File: config.mk
export PLATFORM = sky130hd
export DESIGN_NAME = mul_32bit_seq
export DESIGN_NICKNAME = d
export VERILOG_FILES = /design/src/rtl/alu_pkg.sv /design/src/rtl/adder_32bit.sv /design/src/rtl/mul_32bit_seq.sv
export SDC_FILE = /design/constraint.sdc
export NUM_CORES = 1
export LEC_CHECK = 0
export ABC_AREA = 1
export CORE_MARGIN = 3
export CORE_UTILIZATION = 45
export DETAILED_ROUTE_END_ITERATION = 8
export PLACE_DENSITY = 0.7
export SETUP_SLACK_MARGIN = 0.15
export SLEW_MARGIN = 30
export SYNTH_ARGS = -nofsm -noshare
export SYNTH_HDL_FRONTEND = slang
export SYNTH_SLANG_ARGS = --single-unit
File: constraint.sdc
create_clock -name clk -period 5.3 [get_ports clk]
set_input_delay 1.06 -clock clk [delete_from_list [all_inputs] [get_ports clk]]
set_output_delay 1.06 -clock clk [all_outputs]
set_load 0.05 [all_outputs]
File: src/rtl/alu_pkg.sv
// ---------------------------------------------------------------------------
// alu_pkg
// Shared ALU definitions: datapath widths, multiplier iteration count,
// multiplier state encoding and the two's-complement magnitude helper used
// when the signed multiply option (MUL_SIGNED_EN) is built in.
// ---------------------------------------------------------------------------
package alu_pkg;

    localparam int ALU_W     = 32;
    localparam int PROD_W    = 64;
    localparam int MUL_ITERS = 32;

    // NEG exists in every build so the encoding is identical with or
    // without the signed option.
    typedef enum logic [1:0] {
        IDLE = 2'd0,
        RUN  = 2'd1,
        NEG  = 2'd2,
        DONE = 2'd3
    } mul_state_t;

    // Absolute value of a two's-complement word. 32'h80000000 maps onto
    // itself, which read as unsigned is exactly 2^31.
    function automatic logic [ALU_W-1:0] magnitude(input logic [ALU_W-1:0] v);
        logic [ALU_W-1:0] r;
        if (v[ALU_W-1]) begin
            r = (~v) + 32'd1;
        end else begin
            r = v;
        end
        return r;
    endfunction

endpackage

File: src/rtl/adder_32bit.sv
// ---------------------------------------------------------------------------
// adder_32bit
// Combinational 32-bit unsigned adder with carry out.
// Ports:
//   a, b : 32-bit addends
//   s    : 32-bit sum
//   c    : carry out (bit 32 of the full sum)
// ---------------------------------------------------------------------------
import alu_pkg::*;

module adder_32bit (
    input  logic [ALU_W-1:0] a,
    input  logic [ALU_W-1:0] b,
    output logic [ALU_W-1:0] s,
    output logic             c
);

    assign {c, s} = {1'b0, a} + {1'b0, b};

endmodule

File: src/rtl/mul_32bit_seq.sv
// ---------------------------------------------------------------------------
// mul_32bit_seq
// Multi-cycle unsigned 32x32 -> 64 shift-add multiplier. One adder_32bit is
// reused for all 32 iterations: each RUN cycle adds the multiplicand into the
// upper accumulator when the current multiplier bit is set, then shifts the
// 65-bit {carry, sum, lo} right by one.
//
// Ports:
//   clk        rising-edge clock
//   rst        asynchronous active-high reset
//   in_valid   operands a/b valid         in_ready   block can accept operands
//   a, b       multiplicand / multiplier
//   out_valid  product p valid             out_ready  consumer accepts p
//   p          64-bit product              busy       high in RUN, NEG or DONE
//   sgn        (MUL_SIGNED_EN only) treat a/b as two's complement
//
// Optional build macro: MUL_SIGNED_EN adds the sgn port and a NEG cycle that
// negates the product, making latency 34 for every operation in that build.
// ---------------------------------------------------------------------------
import alu_pkg::*;

module mul_32bit_seq #(
    parameter int WIDTH = 32,
    parameter int CNT_W = 6
) (
    input  logic               clk,
    input  logic               rst,
    input  logic               in_valid,
    output logic               in_ready,
    input  logic [WIDTH-1:0]   a,
    input  logic [WIDTH-1:0]   b,
    output logic               out_valid,
    input  logic               out_ready,
    output logic [2*WIDTH-1:0] p,
    output logic               busy
`ifdef MUL_SIGNED_EN
    ,
    input  logic               sgn
`endif
);

    // The adder datapath is fixed at 32 bits; refuse any other width.
    if (WIDTH != ALU_W) begin : g_width_check
        $error("mul_32bit_seq: WIDTH must be 32");
    end

    // The counter must be able to represent 0..WIDTH.
    if ((1 << CNT_W) <= WIDTH) begin : g_cnt_check
        $error("mul_32bit_seq: CNT_W too small for WIDTH");
    end

    localparam logic [CNT_W-1:0] LAST_ITER = CNT_W'(MUL_ITERS - 1);

    mul_state_t          state_r;
    logic [ALU_W-1:0]    mcand_r;
    logic [ALU_W-1:0]    hi_r;
    logic [ALU_W-1:0]    lo_r;
    logic [CNT_W-1:0]    cnt_r;
    logic                in_ready_r;
    logic                out_valid_r;
    logic                busy_r;
    logic [PROD_W-1:0]   p_r;

    logic [ALU_W-1:0]    add_b_s;
    logic [ALU_W-1:0]    sum_s;
    logic                carry_s;
    logic [PROD_W-1:0]   shifted_prod_s;
    logic [PROD_W-1:0]   neg_prod_s;
    logic [ALU_W-1:0]    load_a_s;
    logic [ALU_W-1:0]    load_b_s;
    logic                neg_s;

    // Partial-product select: add the multiplicand only when the multiplier
    // bit currently at lo[0] is set.
    always_comb begin
        if (lo_r[0]) begin
            add_b_s = mcand_r;
        end else begin
            add_b_s = {ALU_W{1'b0}};
        end
    end

    adder_32bit u_adder (
        .a (hi_r),
        .b (add_b_s),
        .s (sum_s),
        .c (carry_s)
    );

    // {hi, lo} after the current iteration's shift; the carry lands in hi[31].
    assign shifted_prod_s = {carry_s, sum_s, lo_r[ALU_W-1:1]};
    assign neg_prod_s     = (~{hi_r, lo_r}) + 64'd1;

`ifdef MUL_SIGNED_EN
    logic neg_r;
    logic neg_next_s;

    // Signed operands are loaded as magnitudes; the sign of the result is
    // remembered separately and applied in the NEG cycle.
    always_comb begin
        if (sgn) begin
            load_a_s   = magnitude(a);
            load_b_s   = magnitude(b);
            neg_next_s = a[WIDTH-1] ^ b[WIDTH-1];
        end else begin
            load_a_s   = a;
            load_b_s   = b;
            neg_next_s = 1'b0;
        end
    end

    assign neg_s = neg_r;
`else
    // Unsigned-only build: operands load unchanged, result never negated.
    always_comb begin
        load_a_s = a;
        load_b_s = b;
        neg_s    = 1'b0;
    end
`endif

    // Control FSM and datapath registers, all outputs registered.
    always_ff @(posedge clk or posedge rst) begin
        if (rst) begin
            state_r     <= IDLE;
            mcand_r     <= {ALU_W{1'b0}};
            hi_r        <= {ALU_W{1'b0}};
            lo_r        <= {ALU_W{1'b0}};
            cnt_r       <= {CNT_W{1'b0}};
            in_ready_r  <= 1'b1;
            out_valid_r <= 1'b0;
            busy_r      <= 1'b0;
            p_r         <= {PROD_W{1'b0}};
`ifdef MUL_SIGNED_EN
            neg_r       <= 1'b0;
`endif
        end else begin
            case (state_r)
                IDLE: begin
                    if (in_valid && in_ready_r) begin
                        mcand_r    <= load_a_s;
                        hi_r       <= {ALU_W{1'b0}};
                        lo_r       <= load_b_s;
                        cnt_r      <= {CNT_W{1'b0}};
                        in_ready_r <= 1'b0;
                        busy_r     <= 1'b1;
                        state_r    <= RUN;
`ifdef MUL_SIGNED_EN
                        neg_r      <= neg_next_s;
`endif
                    end
                end
                RUN: begin
                    hi_r  <= {carry_s, sum_s[ALU_W-1:1]};
                    lo_r  <= {sum_s[0], lo_r[ALU_W-1:1]};
                    cnt_r <= cnt_r + CNT_W'(1);
                    if (cnt_r == LAST_ITER) begin
`ifdef MUL_SIGNED_EN
                        state_r     <= NEG;
`else
                        state_r     <= DONE;
                        out_valid_r <= 1'b1;
                        p_r         <= shifted_prod_s;
`endif
                    end
                end
                NEG: begin
                    // Unreachable without MUL_SIGNED_EN; neg_s is then 0.
                    state_r     <= DONE;
                    out_valid_r <= 1'b1;
                    if (neg_s) begin
                        p_r <= neg_prod_s;
                    end else begin
                        p_r <= {hi_r, lo_r};
                    end
                end
                DONE: begin
                    if (out_ready) begin
                        state_r     <= IDLE;
                        out_valid_r <= 1'b0;
                        busy_r      <= 1'b0;
                        in_ready_r  <= 1'b1;
                    end
                end
                default: begin
                    state_r     <= IDLE;
                    out_valid_r <= 1'b0;
                    busy_r      <= 1'b0;
                    in_ready_r  <= 1'b1;
                end
            endcase
        end
    end

    assign in_ready  = in_ready_r;
    assign out_valid = out_valid_r;
    assign busy      = busy_r;
    assign p         = p_r;

endmodule
==> qor.yml, run 1 <==
final_layout_size_suffix_gt1_share_pct: 3.35
netlist_instances: 1462
cp_cell_sequence: "clkdlybuf4s50_1"
slew_headroom_pct: 41.7
path_max_fanout: 4
grt_pass1_wl_um: 43100
yosys-top-cells-count: "nand2_1 (612), inv_1 (218), dfrtp_1 (170)"
post_cts_resized: 0
status: "finished, final reports clean"
post_cts_buffers: 0
insertion_delay_ns: 0.44
synthesis.nets: 1569
gp_congestion: 0.946
htree_num_levels: 4
synth-adder-area-share_pct: 4.92
synth_edf_count: 0
syn2layout_area_growth_pct: 21.3
arrival_ns: 1.83
dp_slack_ns: 1.95
die_height_um: 156
reg2reg_from: "lo_r[0]"
wire_per_inst_um: 14.0
p_total_mw: 8.52
grt_max_degree: 172
die_w_um: 156
synth_xor_area_share_pct: 1.30
rsz0062_at_grt: "no"
yosysMostFrequentCell: "nand2_1"
synth.distinct_cells: 34
synthFlopType: "dfrtp_1"
endpoint: "in_ready"
io-pin-count: 135
path_class: "register to primary output"
finalSetupTns_ns: 0
finalSetupViolCount: 0
postRouteAntennaNets: 0
synth-async-reset-ratio_pct: 100
synth_top_family_by_area: "simple AND/OR/NAND/NOR gates"
hp-class: "register to register"
grt.total_usage_pct: 21.9
ys_ff_latch: 171
end_kind: "primary output"
dp_hpwl_um: 18200
portBuffers: 134
skew_ns: 0.0134
cts_buffer_depth: 2
synth_top_cells_by_area: "dfrtp_1 (42%), nand2_1 (23%), inv_1 (8.1%), ha_1 (4.7%), nor2_1 (3.6%)"
via_count: 9118
initial_core_util_pct: 46.0
ys.warnings.count: 0
yosysTopAreaCellShare_pct: 42.2
fin_nets: 1674
fmax_mhz: 346
hold_viol_final: 0
clk_pin_slew_ns: 0.08
grt_pass1_vias: 8709
p_leak_nw: 6.51
grt_overflow: 0
fp-row-count: 54
reg2reg_depth: 17
muxShareOfSynthArea_pct: 0
multi_input_area_mm2: 0.00475
synth_area_per_cell_um2: 6.89
crit_path_max_incr_delay_ns: 0.83
dr.pass1.iters: 5
crit_family: "buffers and inverters"
hold_buffers: 0
final.period_utilization_pct: 54.5
antenna_found_initial: 0
cts_made_buffers: 17
clock-sinks: 171
fin_crit_ns: 2.89
diodes: 0
drc: 0
startpoint: "in_ready"
die_area_mm2: 0.0242
yosysSeqAreaShare_pct: 42.5
drtIter0Drc: 628
rrSetupSlack_ns: 2.48
r2r_end: "p[55]"
synth_compound_gate_area_share_pct: 10.9
core-area_mm2: 0.0219
slew_violations: 0
p_per_area_mw_per_mm2: 697
clockRootBuffer: "clkbuf_16"
max-cap-violations: 0
cp_slowest_cell: "clkdlybuf4s50_1"
worstMarginPinSlew_ns: 0.874
path_buf_inv: 1
cts_tree: "yes"
synth_area_mm2: 0.0101
ir_worst_vdd_v: 0.000365
synth-simple-area-share_pct: 29.7
required_ns: 4.24
seqCellArea_mm2: 0.00428
yosys.area.top_type: "dfrtp_1"
start_kind: "register"
crit_cells: 1
setup_ws_ns: 2.41
routed_wl_um: 26100
fillCellCount: 2153
viasPerCell: 4.90
worst min path at each step:
stage / to / cells past startpoint / start
2_1_floorplan: mcand_r[25] / 2 / mcand_r[25]
3_3_place_gp: p[50] / 2 / p[50]
3_5_place_dp: p[51] / 2 / p[51]
4_1_cts: p[51] / 2 / p[51]
5_1_grt: mcand_r[10] / 2 / mcand_r[10]
6_report: p[61] / 2 / p[61]
state kept, by name, indices dropped and copies added, names as in the netlist:
name       flops
p             64
cnt_r          6
state_r        2
hi_r          32
lo_r          32
out_valid      1
mcand_r       32
in_ready       1
busy           1
layout make-up:
| type | count | share of cell area [%] |
|---|---|---|
| multi-input combinational | 1014 | 38.8 |
| tap | 280 | 2.87 |
| inverter | 219 | 6.76 |
| clock buffer | 17 | 3.48 |
| clock inverter | 15 | 1.21 |
| timing repair buffer | 144 | 11.9 |
| sequential | 171 | 35.0 |
layer usage:
metal | track usage [%] | routed length [µm]
met1 | 30.8 | 12600
met2 | 35.6 | 12000
met3 | 3.33 | 1090
met4 | 5.67 | 341
met5 | 0 | 0
cell usage in the layout (no fill, tap or decap), types with 12 or more instances in the layout:
cell	count
ha_1	36
nor2_1	98
xnor2_1	12
nand3_1	44
a31oi_1	36
clkdlybuf4s50_1	134
dfrtp_1	170
clkbuf_16	17
nand2_1	612
inv_1	215
o211ai_1	34
o21ai_0	58
a21oi_1	46
per-stage QoR:
step | hold slack (ns) | std cells | cell area [µm²] | utilization [%]
finish | 0.479 | 1860 | 12200 | 55.8
global route | 0.502 | 1860 | 12200 | 55.8
CTS | 0.483 | 1859 | 12200 | 55.7
detailed placement | 0.464 | 1827 | 11600 | 53.1
global placement | 0.462 | 1827 | 11600 | 53.1
floorplan | 0.449 | 1462 | 10100 | -
power breakdown:
part | total (mW) | internal (mW) | leakage (nW) | switching, mW
Sequential | 2.31 | 1.94 | 2.12 | 0.372
Combinational | 4.99 | 1.62 | 4.12 | 3.37
Clock | 1.23 | 0.625 | 0.270 | 0.601
logic make-up (layout without fill, tap and decap cells):
group | Yosys count | in the layout
fa+ha+maj | 39 | 39
flops | 171 | 171
xor+xnor | 15 | 15
simple gates | 772 | 772
compound gates | 188 | 188
buf+inv | 277 | 395
Power figures use the tool's default switching activity.
==> inputs of run 2 (changes only) <==
--- a/config.mk
+++ b/config.mk
@@ -9,7 +9,7 @@
 export CORE_MARGIN = 3
 export CORE_UTILIZATION = 45
 export DETAILED_ROUTE_END_ITERATION = 8
-export PLACE_DENSITY = 0.7
+export PLACE_DENSITY = 0.67
 export SETUP_SLACK_MARGIN = 0.15
 export SLEW_MARGIN = 30
 export SYNTH_ARGS = -nofsm -noshare
==> constraint.sdc (replaced) <==
create_clock -name clk -period 2.8 [get_ports clk]
set_input_delay 0.56 -clock clk [delete_from_list [all_inputs] [get_ports clk]]
set_output_delay 0.56 -clock clk [all_outputs]
set_load 0.05 [all_outputs]
==> run 2 against run 1 <==
- utilization grew 0.68 points
- first-iteration DRC count shrank 27%
- setup slack lost 2.0 ns
- routed wire length grew 2.9%
- power grew 94%
- flip-flop and latch count is the same
- final cell count grew 0.38%
- global-route usage grew 0.66 points
- sequential share of layout area shrank 0.42 points
- via count grew 0.26%
- register-to-register slack lost 2.1 ns
- clock-buffer cell count is the same
- critical path type is now register to register
- critical endpoint is now p[55]
- highest routed layer unchanged
==> qor.yml, run 2 (synthesis results as in run 1) <==
initial_core_util_pct: 46.0
multi_input_area_mm2: 0.00475
status: "finished, final reports clean"
grt_pass1_vias: 8817
final.period_utilization_pct: 86.7
routed_wl_um: 26800
arrival_ns: 2.76
fin_cells: 1867
dr.pass1.iters: 5
grt_overflow: 0
clk_pin_slew_ns: 0.07
die_w_um: 156
die_area_mm2: 0.0242
start_kind: "register"
hold_viol_final: 0
post_dp_cell_area_mm2: 0.0117
rrSetupSlack_ns: 0.37
swShare_pct: 50.7
placed_cells: 1835
finalSetupTns_ns: 0
p_per_area_mw_per_mm2: 1340
top_layer_used: "met4"
htree_num_levels: 4
max-cap-violations: 0
clockRootBuffer: "clkbuf_16"
p_leak_nw: 6.60
layout_common_cells: "nand2_1 (612), inv_1 (216), dfrtp_1 (170)"
insertion_delay_ns: 0.44
final_layout_size_suffix_gt1_share_pct: 3.84
portBuffers: 134
gp_congestion: 0.945
m1WireLength_um: 12800
slew_violations: 0
cts_made_buffers: 17
clkPwrFrac_pct: 15.0
grt_pass1_wl_um: 44100
holdWs_ns: 0.352
end_kind: "register"
hp-class: "input pin to asynchronous set/reset pin"
antenna_found_initial: 0
core-area_mm2: 0.0219
wire_per_inst_um: 14.4
fin_nets: 1681
worstMarginPinSlew_ns: 0.657
postLayoutCoreUtil_pct: 56.5
via_count: 9142
design_area_mm2: 0.0124
r2r_end: "p[55]"
hold_buffers: 0
internal_power_mw: 8.17
ir_worst_vdd_v: 0.000617
clock-sinks: 171
grt_max_degree: 88
slew_headroom_pct: 56.2
diodes: 0
comb_power_share_pct: 58.4
cts_tree: "yes"
finalSetupViolCount: 0
skew_ns: 0.0154
rsz0062_at_grt: "no"
io-pin-count: 135
drtIter0Drc: 456
reg2reg_depth: 16
wl_met3_um: 1200
viasPerCell: 4.90
path_class: "register to register"
drc: 0
fillCellCount: 2143
cts_buffer_depth: 2
wl_met2_um: 12500
power_frac_seq_pct: 26.6
grt.total_usage_pct: 22.5
syn2layout_area_growth_pct: 22.8
fin_crit_ns: 2.43
seqCellArea_mm2: 0.00428
fp-row-count: 54
fmax_mhz: 412
die_height_um: 156
dp_hpwl_um: 19300
postRouteAntennaNets: 0
largest_register_ffs: 64
path_max_fanout: 4
required_ns: 3.13
final_common_cell: "nand2_1"
reg2reg_from: "lo_r[0]"
switchingPower_mw: 8.39
run 2: changes by cell type in the layout (fill, tap and decap cells not counted), moves of 2 or more:
cell / delta
buf_12: +4
clkinvlp_4: -4
buf_4: +3
clkinv_4: +3
clkinv_8: +3
clkinv_2: -2
inv_6: -2
run 2: power by group through the flow:
stage | Combinational (mW) | Clock (mW) | Sequential (mW)
3_3_place_gp | 9.54 | 0 | 4.41
2_1_floorplan | 5.42 | 0 | 5.88
3_5_place_dp | 9.68 | 0 | 4.45
4_1_cts | 9.72 | 2.54 | 4.41
5_1_grt | 10.8 | 2.65 | 4.55
6_report | 9.67 | 2.49 | 4.40
run 2: cell type report:
type,count,area share [%]
tap,280,2.83
clock inverter,15,1.62
sequential,171,34.6
timing repair buffer,151,12.4
multi-input combinational,1014,38.4
inverter,219,6.67
clock buffer,17,3.44
run 2: metrics by stage:
step | power [mW] | worst slack [ns]
after CTS | 16.7 | 0.254
after global placement | 14.0 | 0.323
after global routing | 18.0 | 0.163
final | 16.6 | 0.373
after floorplan | 11.3 | 0.0581
after detailed placement | 14.1 | 0.261
run 2: worst max path at each step:
stage / start / endpoint / cells after the start
floorplan: rst / busy / 1
global route: lo_r[0] / hi_r[21] / 16
CTS: lo_r[0] / p[55] / 16
detailed placement: lo_r[0] / p[55] / 16
global placement: lo_r[0] / p[43] / 12
finish: lo_r[0] / p[55] / 16
run 2: layer usage:
metal  vias up  track usage [%]
met5         -                0
met4         0             5.00
met3        23             3.38
met2       212             37.6
met1      4163             31.2
li1       4744                -
run 2: critical path, stage by stage, from the launching register on:
cell and delay (ns):
dfrtp_1 0.42, nand2_1 0.11, inv_1 0.06, ha_1 0.25
fa_2 0.40, nand3_1 0.10, nand3_2 0.12, nand2_1 0.08
nand2_1 0.11, nand2_1 0.09, nand2_1 0.09, nand2_1 0.12
nand2_1 0.09, nand2_1 0.09, nand3_1 0.07, nand2_1 0.09
nand2_1 0.05
run 2: what timing repair did:
action	4_1_cts	5_1_grt
setup buffers	0	0
hold endpoints to repair	0	0
setup endpoints to repair	0	22
resized for setup	0	4
